`config.mk`:
```
export PLATFORM = sky130hd
export DESIGN_NAME = irq_timer_ctrl
export DESIGN_NICKNAME = d
export VERILOG_FILES = /design/src/rtl/irq_timer_pkg.sv /design/src/rtl/irq_timer_chan.sv /design/src/rtl/irq_timer_ctrl.sv
export SDC_FILE = /design/constraint.sdc
export NUM_CORES = 1
export LEC_CHECK = 0
export ABC_AREA = 1
export CAP_MARGIN = 20
export CORE_UTILIZATION = 60
export CTS_BUF_LIST = sky130_fd_sc_hd__clkbuf_8
export DETAILED_ROUTE_END_ITERATION = 8
export PLACE_DENSITY_LB_ADDON = 0.08
export SLEW_MARGIN = 20
export SYNTH_ARGS = -nofsm -noshare
export SYNTH_HDL_FRONTEND = slang
export SYNTH_HIERARCHICAL = 1
export SYNTH_SLANG_ARGS = --single-unit
```
`constraint.sdc`:
```
create_clock -name i_clk -period 1.9 [get_ports i_clk]
set_clock_uncertainty 0.2 [all_clocks]
set_input_delay 0.285 -clock i_clk [delete_from_list [all_inputs] [get_ports i_clk]]
set_output_delay 0.285 -clock i_clk [all_outputs]
set_load 0.02 [all_outputs]
```
`src/rtl/irq_timer_pkg.sv`:
```
// Shared types and default sizes for the multi-channel interrupt timer.
package irq_timer_pkg;

    typedef enum logic {
        CH_IDLE = 1'b0,
        CH_RUN  = 1'b1
    } ch_state_e;

    typedef enum logic {
        ARB_IDLE = 1'b0,
        ARB_BUSY = 1'b1
    } arb_state_e;

    localparam int NCH_DEF = 4;
    localparam int CW_DEF  = 10;

endpackage

```
`src/rtl/irq_timer_chan.sv`:
```
// One timer channel: countdown engine, run/idle FSM, sticky pending/overrun flags.
//
//   state   | meaning
//   --------+-----------------------------------------------------------
//   CH_IDLE | counter stopped, cnt held at 0, waiting for a start write
//   CH_RUN  | counting down on each tick; expiry when cnt==1 on a tick
module irq_timer_chan
    import irq_timer_pkg::*;
#(
    parameter int CW = CW_DEF
) (
    input  logic          i_clk,
    input  logic          i_rst,
    input  logic          i_tick,
    input  logic          i_wr,
    input  logic [CW-1:0] i_value,
    input  logic          i_periodic,
    input  logic          i_en,
    input  logic          i_ack,
    output logic          o_running,
    output logic          o_pending,
    output logic          o_overrun
);

    ch_state_e     r_state;
    ch_state_e     w_state_nxt;
    logic [CW-1:0] r_cnt;
    logic [CW-1:0] r_reload;
    logic          r_periodic;
    logic          r_pending;
    logic          r_overrun;
    logic          w_start;
    logic          w_stop;
    logic          w_expire;

    // Decode write intent and expiry; a start or stop in the same cycle overrides expiry.
    always_comb begin
        w_start     = i_wr && i_en && (i_value != '0);
        w_stop      = i_wr && !i_en;
        w_expire    = (r_state == CH_RUN) && i_tick && (r_cnt == CW'(1)) && !w_start && !w_stop;
        w_state_nxt = r_state;
        case (r_state)
            CH_IDLE: if (w_start) w_state_nxt = CH_RUN;
            CH_RUN: begin
                if (w_stop)                         w_state_nxt = CH_IDLE;
                else if (w_expire && !r_periodic)   w_state_nxt = CH_IDLE;
            end
            default: w_state_nxt = CH_IDLE;
        endcase
    end

    // State register, counter datapath and sticky flags.
    always_ff @(posedge i_clk) begin
        if (i_rst) begin
            r_state    <= CH_IDLE;
            r_cnt      <= '0;
            r_reload   <= '0;
            r_periodic <= 1'b0;
            r_pending  <= 1'b0;
            r_overrun  <= 1'b0;
        end else begin
            r_state <= w_state_nxt;

            if (w_stop) begin
                r_cnt <= '0;
            end else if (w_start) begin
                r_cnt      <= i_value;
                r_reload   <= i_value;
                r_periodic <= i_periodic;
            end else if (w_expire) begin
                r_cnt <= r_periodic ? r_reload : '0;
            end else if ((r_state == CH_RUN) && i_tick) begin
                r_cnt <= r_cnt - 1'b1;
            end

            // A new expiry beats a same-cycle ack; overrun only if the old event is still unacked.
            if (w_stop) begin
                r_pending <= 1'b0;
                r_overrun <= 1'b0;
            end else if (w_expire) begin
                r_pending <= 1'b1;
                if (r_pending && !i_ack) r_overrun <= 1'b1;
            end else if (i_ack) begin
                r_pending <= 1'b0;
            end
        end
    end

    assign o_running = (r_state == CH_RUN);
    assign o_pending = r_pending;
    assign o_overrun = r_overrun;

endmodule

```
`src/rtl/irq_timer_ctrl.sv`:
```
// Multi-channel interrupt timer with a round-robin IRQ presenter.
// Optional build macro IRQ_TIMER_PRESCALE_EN adds a shared clock divider
// so channels count in units of PRESCALE clocks.
//
//   arb state | meaning
//   ----------+------------------------------------------------------
//   ARB_IDLE  | irq low; grants the next pending channel from rr_ptr
//   ARB_BUSY  | irq high with stable irq_id until ack or stop write
module irq_timer_ctrl
    import irq_timer_pkg::*;
#(
    parameter int NCH = NCH_DEF,
    parameter int CW  = CW_DEF,
`ifdef IRQ_TIMER_PRESCALE_EN
    parameter int PRESCALE = 1024,
`endif
    localparam int IDW = $clog2(NCH)
) (
    input  logic           i_clk,
    input  logic           i_rst,
    input  logic           i_cfg_we,
    input  logic [IDW-1:0] i_cfg_ch,
    input  logic [CW-1:0]  i_cfg_value,
    input  logic           i_cfg_periodic,
    input  logic           i_cfg_en,
    output logic           o_irq,
    output logic [IDW-1:0] o_irq_id,
    input  logic           i_irq_ack,
    output logic [NCH-1:0] o_running,
    output logic [NCH-1:0] o_pending,
    output logic [NCH-1:0] o_overrun
);

    logic           w_tick;
    logic [NCH-1:0] w_wr_vec;
    logic [NCH-1:0] w_stop_vec;
    logic [NCH-1:0] w_ack_vec;
    logic           w_ack_apply;
    logic           w_stop_presented;
    logic [IDW:0]   w_pick;

    arb_state_e     r_arb_state;
    arb_state_e     w_arb_nxt;
    logic [IDW-1:0] r_irq_id;
    logic [IDW-1:0] w_irq_id_nxt;
    logic [IDW-1:0] r_rr_ptr;
    logic [IDW-1:0] w_rr_nxt;

`ifdef IRQ_TIMER_PRESCALE_EN
    localparam int PW = (PRESCALE > 1) ? $clog2(PRESCALE) : 1;
    logic [PW-1:0] r_div;

    // Free-running divider down-counter; tick fires on terminal count.
    always_ff @(posedge i_clk) begin
        if (i_rst)              r_div <= PW'(PRESCALE - 1);
        else if (r_div == '0)   r_div <= PW'(PRESCALE - 1);
        else                    r_div <= r_div - 1'b1;
    end

    assign w_tick = (r_div == '0);
`else
    assign w_tick = 1'b1;
`endif

    assign w_ack_apply      = (r_arb_state == ARB_BUSY) && i_irq_ack;
    assign w_stop_presented = (r_arb_state == ARB_BUSY) && i_cfg_we && !i_cfg_en
                              && (i_cfg_ch == r_irq_id);

    genvar g;
    generate
        for (g = 0; g < NCH; g++) begin : g_chan
            assign w_wr_vec[g]   = i_cfg_we && (i_cfg_ch == IDW'(g));
            assign w_stop_vec[g] = w_wr_vec[g] && !i_cfg_en;
            assign w_ack_vec[g]  = w_ack_apply && (r_irq_id == IDW'(g));

            irq_timer_chan #(.CW(CW)) u_chan (
                .i_clk      (i_clk),
                .i_rst      (i_rst),
                .i_tick     (w_tick),
                .i_wr       (w_wr_vec[g]),
                .i_value    (i_cfg_value),
                .i_periodic (i_cfg_periodic),
                .i_en       (i_cfg_en),
                .i_ack      (w_ack_vec[g]),
                .o_running  (o_running[g]),
                .o_pending  (o_pending[g]),
                .o_overrun  (o_overrun[g])
            );
        end
    endgenerate

    // Returns {found, id}: first requester at or above ptr, wrapping at NCH.
    function automatic logic [IDW:0] rr_pick(input logic [NCH-1:0] req,
                                             input logic [IDW-1:0] ptr);
        logic           found;
        logic [IDW-1:0] id;
        int             idx;
        found = 1'b0;
        id    = '0;
        for (int i = 0; i < NCH; i++) begin
            idx = int'(ptr) + i;
            if (idx >= NCH) idx = idx - NCH;
            if (!found && req[IDW'(idx)]) begin
                found = 1'b1;
                id    = IDW'(idx);
            end
        end
        return {found, id};
    endfunction

    // Channels being stopped this cycle are masked so a grant never targets a vanishing flag.
    assign w_pick = rr_pick(o_pending & ~w_stop_vec, r_rr_ptr);

    // Arbiter next-state: grant from IDLE, release on ack or stop of the presented channel.
    always_comb begin
        w_arb_nxt    = r_arb_state;
        w_irq_id_nxt = r_irq_id;
        w_rr_nxt     = r_rr_ptr;
        case (r_arb_state)
            ARB_IDLE: begin
                if (w_pick[IDW]) begin
                    w_arb_nxt    = ARB_BUSY;
                    w_irq_id_nxt = w_pick[IDW-1:0];
                end
            end
            ARB_BUSY: begin
                if (w_ack_apply || w_stop_presented) begin
                    w_arb_nxt = ARB_IDLE;
                    w_rr_nxt  = (r_irq_id == IDW'(NCH - 1)) ? '0 : r_irq_id + 1'b1;
                end
            end
            default: w_arb_nxt = ARB_IDLE;
        endcase
    end

    // Arbiter registers; irq is the registered BUSY state so it rises a cycle after pending.
    always_ff @(posedge i_clk) begin
        if (i_rst) begin
            r_arb_state <= ARB_IDLE;
            r_irq_id    <= '0;
            r_rr_ptr    <= '0;
        end else begin
            r_arb_state <= w_arb_nxt;
            r_irq_id    <= w_irq_id_nxt;
            r_rr_ptr    <= w_rr_nxt;
        end
    end

    assign o_irq    = (r_arb_state == ARB_BUSY);
    assign o_irq_id = r_irq_id;

endmodule

```
==> results.yml <==
outcome:
  outcome: "finished, final reports clean"
clock_network:
  path_clk_slew_ns: 0.10
  cts_buffers: 9
  hold_buffers: 0
  cts_tree: "yes"
  cts.sinks: 101
  cts.path.max_buffers: 2
  cts_max_level: 3
  clock_latency_ns: 0.39
  root_buffer: "clkbuf_8"
sta:
  finalMaxSlewViolations: 0
  period_needed_ns: 1.83
  setup_viol: 0
  fmax_mhz: 546
  maxSlewHeadroom_pct: 63.3
  worstMarginPinSlew_ns: 0.551
  hold_viol: 0
  period_share_pct: 96.4
  tns_ns: 0
synth:
  synth.distinct_cells: 32
  synth.most_common_cell: "nand2_1"
  synth.cell_area_sq_mm: 0.00600
  synth_area_per_cell_sq_um: 6.46
  synth_flop_cell: "dfxtp_1"
  synthArstFlopShare_pct: 0
  yosysTopAreaCell: "dfxtp_1"
  yosysTopAreaCellShare_pct: 33.7
  synth_commonest_cells: "253 x nand2_1, 118 x inv_1, 101 x dfxtp_1"
  syn_inst: 929
  yosysSeqAreaShare_pct: 33.7
  yosysWarnings: 6
  ys_ff_latch: 101
  synth.area.top_cells: "dfxtp_1 34%, nand2_1 16%, a21oi_1 7.9%, inv_1 7.4%, nor2_1 5.6%"
  synth_enable_flop_cells: 0
setup_path:
  path_class: "reg2reg"
  arrival_ns: 1.96
  startpoint_type: "flip-flop"
  worst_ep_required_time_ns: 2.03
  worstSetupEndpointType: "flip-flop"
  cp_max_fo: 4
floorplan:
  row_count: 36
  ios: 33
  coreArea_sq_mm: 0.00973
  die_area_sq_mm: 0.0104
  start_util_pct: 61.7
  die_w_um: 102
  die_h_um: 102
global_route:
  grt_pass1_wl_mm: 26.9
  grt_pass1_vias: 5773
  grt.total_usage_pct: 33.4
  antenna_found_initial: 0
  grt_max_degree: 22
  global_route.overflow_total: 0
power_and_ir_drop:
  power_mw: 5.10
  p_leak_nw: 3.42
  ir_worst_vdd_v: 0.000559
  cellPowerDensity_mw_per_mm2: 692
finish:
  nets: 1068
  syn2layout_area_growth_pct: 22.9
  final_util_pct: 75.8
  drive_gt1_share_pct: 17.7
  num_antenna_cells: 0
  final_area_sq_mm: 0.00738
  fill_cells: 803
min_path:
  hold_class: "reg2reg"
placement:
  numPortBuffers: 32
  gp_congestion: 0.878
  place_area_sq_mm: 0.00706
  dp_hpwl_mm: 12.4
route:
  drt_iter0_drc: 376
  drtPass1Iterations: 5
  antenna_left: 0
  vias: 6240
  wl_mm: 16.8
  drc: 0
  vias_per_cell: 5.31
  post_drt_wl_per_cell_um: 14.3
job:
  maxCapViolations: 0
==> per-layer routing <==
metal	vias to the layer above	global-route usage [%]	wire, um
li1	3145	-	-
met1	2874	39.6	6870
met2	183	58.4	8380
met3	38	7.59	1070
met4	0	13.1	511
met5	-	0	0
==> final cells by class <==
cell class | instances | area [sq um] | area share (%)
well taps | 133 | 166 | 2.26
inverters | 144 | 553 | 7.49
multi-input cells | 668 | 3430 | 46.5
repair buffers | 114 | 993 | 13.5
flip-flops and latches | 101 | 2020 | 27.4
clock inverters | 7 | 90.1 | 1.22
clock buffers | 9 | 124 | 1.68
==> timing repair <==
| item | CTS | global route |
|---|---|---|
| pin swaps | 0 | 4 |
| setup buffers | 0 | 0 |
| resized for setup | 23 | 31 |
| cloned | 0 | 0 |
| endpoints found under the setup margin | 61 | 59 |
==> worst max-delay path, stage by stage (launching register included) <==
cell and delay (ns):
dfxtp_1 0.34, nor2_1 0.26, nand2_2 0.11, nor2_4 0.17
nand4_4 0.15, buf_6 0.16, o21ai_1 0.14, nand2_1 0.11
a21oi_2 0.13
==> cells in the final DEF (no fill, tap or decap), types with 3 or more instances in the layout <==
cell type	netlist	final
nor2_4	2	6
dfxtp_1	101	100
o21ai_1	41	42
clkinv_2	0	3
nand2_1	253	250
clkdlybuf4s50_1	0	8
nor2_1	90	90
inv_4	1	5
nand3_1	40	39
o21ai_0	45	43
o21bai_4	4	4
dlygate4sd2_1	0	17
buf_4	7	75
nand3_2	9	9
inv_1	118	116
nand4_1	3	3
nand2_2	8	10
nand3b_1	4	4
clkbuf_8	0	9
a21oi_1	95	94
a21oi_2	2	3
dlymetal6s2s_1	0	7
nor2_2	20	16
buf_12	0	4
ha_1	12	12
clkinv_1	4	4
inv_2	21	19
xor2_1	20	20
buf_6	0	3
conb_1	1	4
==> flip-flops by register name, summed over array words and instances (netlist names) <==
name / count
r_rr_ptr: 2
g_chan.u_chan/o_overrun: 4
g_chan.u_chan/r_periodic: 4
g_chan.u_chan/r_cnt: 40
o_irq_id: 2
o_irq: 1
g_chan.u_chan/r_reload: 40
g_chan.u_chan/o_running: 4
g_chan.u_chan/o_pending: 4
==> final timing paths <==
check                                     startpoint                                      end  slack [ns]  cells after the start
max           g_chan[1].u_chan/r_cnt[2]$_SDFFE_PP0P_   g_chan[1].u_chan/r_cnt[4]$_SDFFE_PP0P_        0.07                      8
min          g_chan[2].u_chan/o_overrun$_SDFFE_PP0P_  g_chan[2].u_chan/o_overrun$_SDFFE_PP0P_        0.25                      2
max reg2reg   g_chan[1].u_chan/r_cnt[2]$_SDFFE_PP0P_   g_chan[1].u_chan/r_cnt[4]$_SDFFE_PP0P_        0.07                      8
min reg2reg  g_chan[2].u_chan/o_overrun$_SDFFE_PP0P_  g_chan[2].u_chan/o_overrun$_SDFFE_PP0P_        0.25                      2
==> stage by stage <==
step	setup WS (ns)	cells	hold slack, ns
floorplan	0.147	932	0.147
global placement	-0.515	1160	0.233
detailed placement	-0.584	1160	0.237
CTS	0.00184	1176	0.252
global route	-0.0140	1176	0.282
finish	0.0679	1176	0.249
==> logic make-up (layout without fill, tap and decap cells) <==
| family | Yosys count | after routing | synth area share (%) |
|---|---|---|---|
| AO/OA/AOI/OAI | 188 | 188 | 16.8 |
| XOR/XNOR | 23 | 23 | 3.67 |
| flip-flops | 101 | 101 | 33.7 |
| other | 1 | 4 | 0.0625 |
| adder cells (fa/ha/maj) | 12 | 12 | 2.50 |
| buffers and inverters | 163 | 274 | 10.8 |
| AND/OR/NAND/NOR | 441 | 441 | 32.5 |
==> power breakdown <==
group	switching, mW	internal [mW]	total [mW]
clock network	0.766	0.734	1.50
logic	0.787	0.512	1.30
registers	0.0993	2.21	2.31
total	1.65	3.45	5.10
Power figures use the tool's default switching activity.
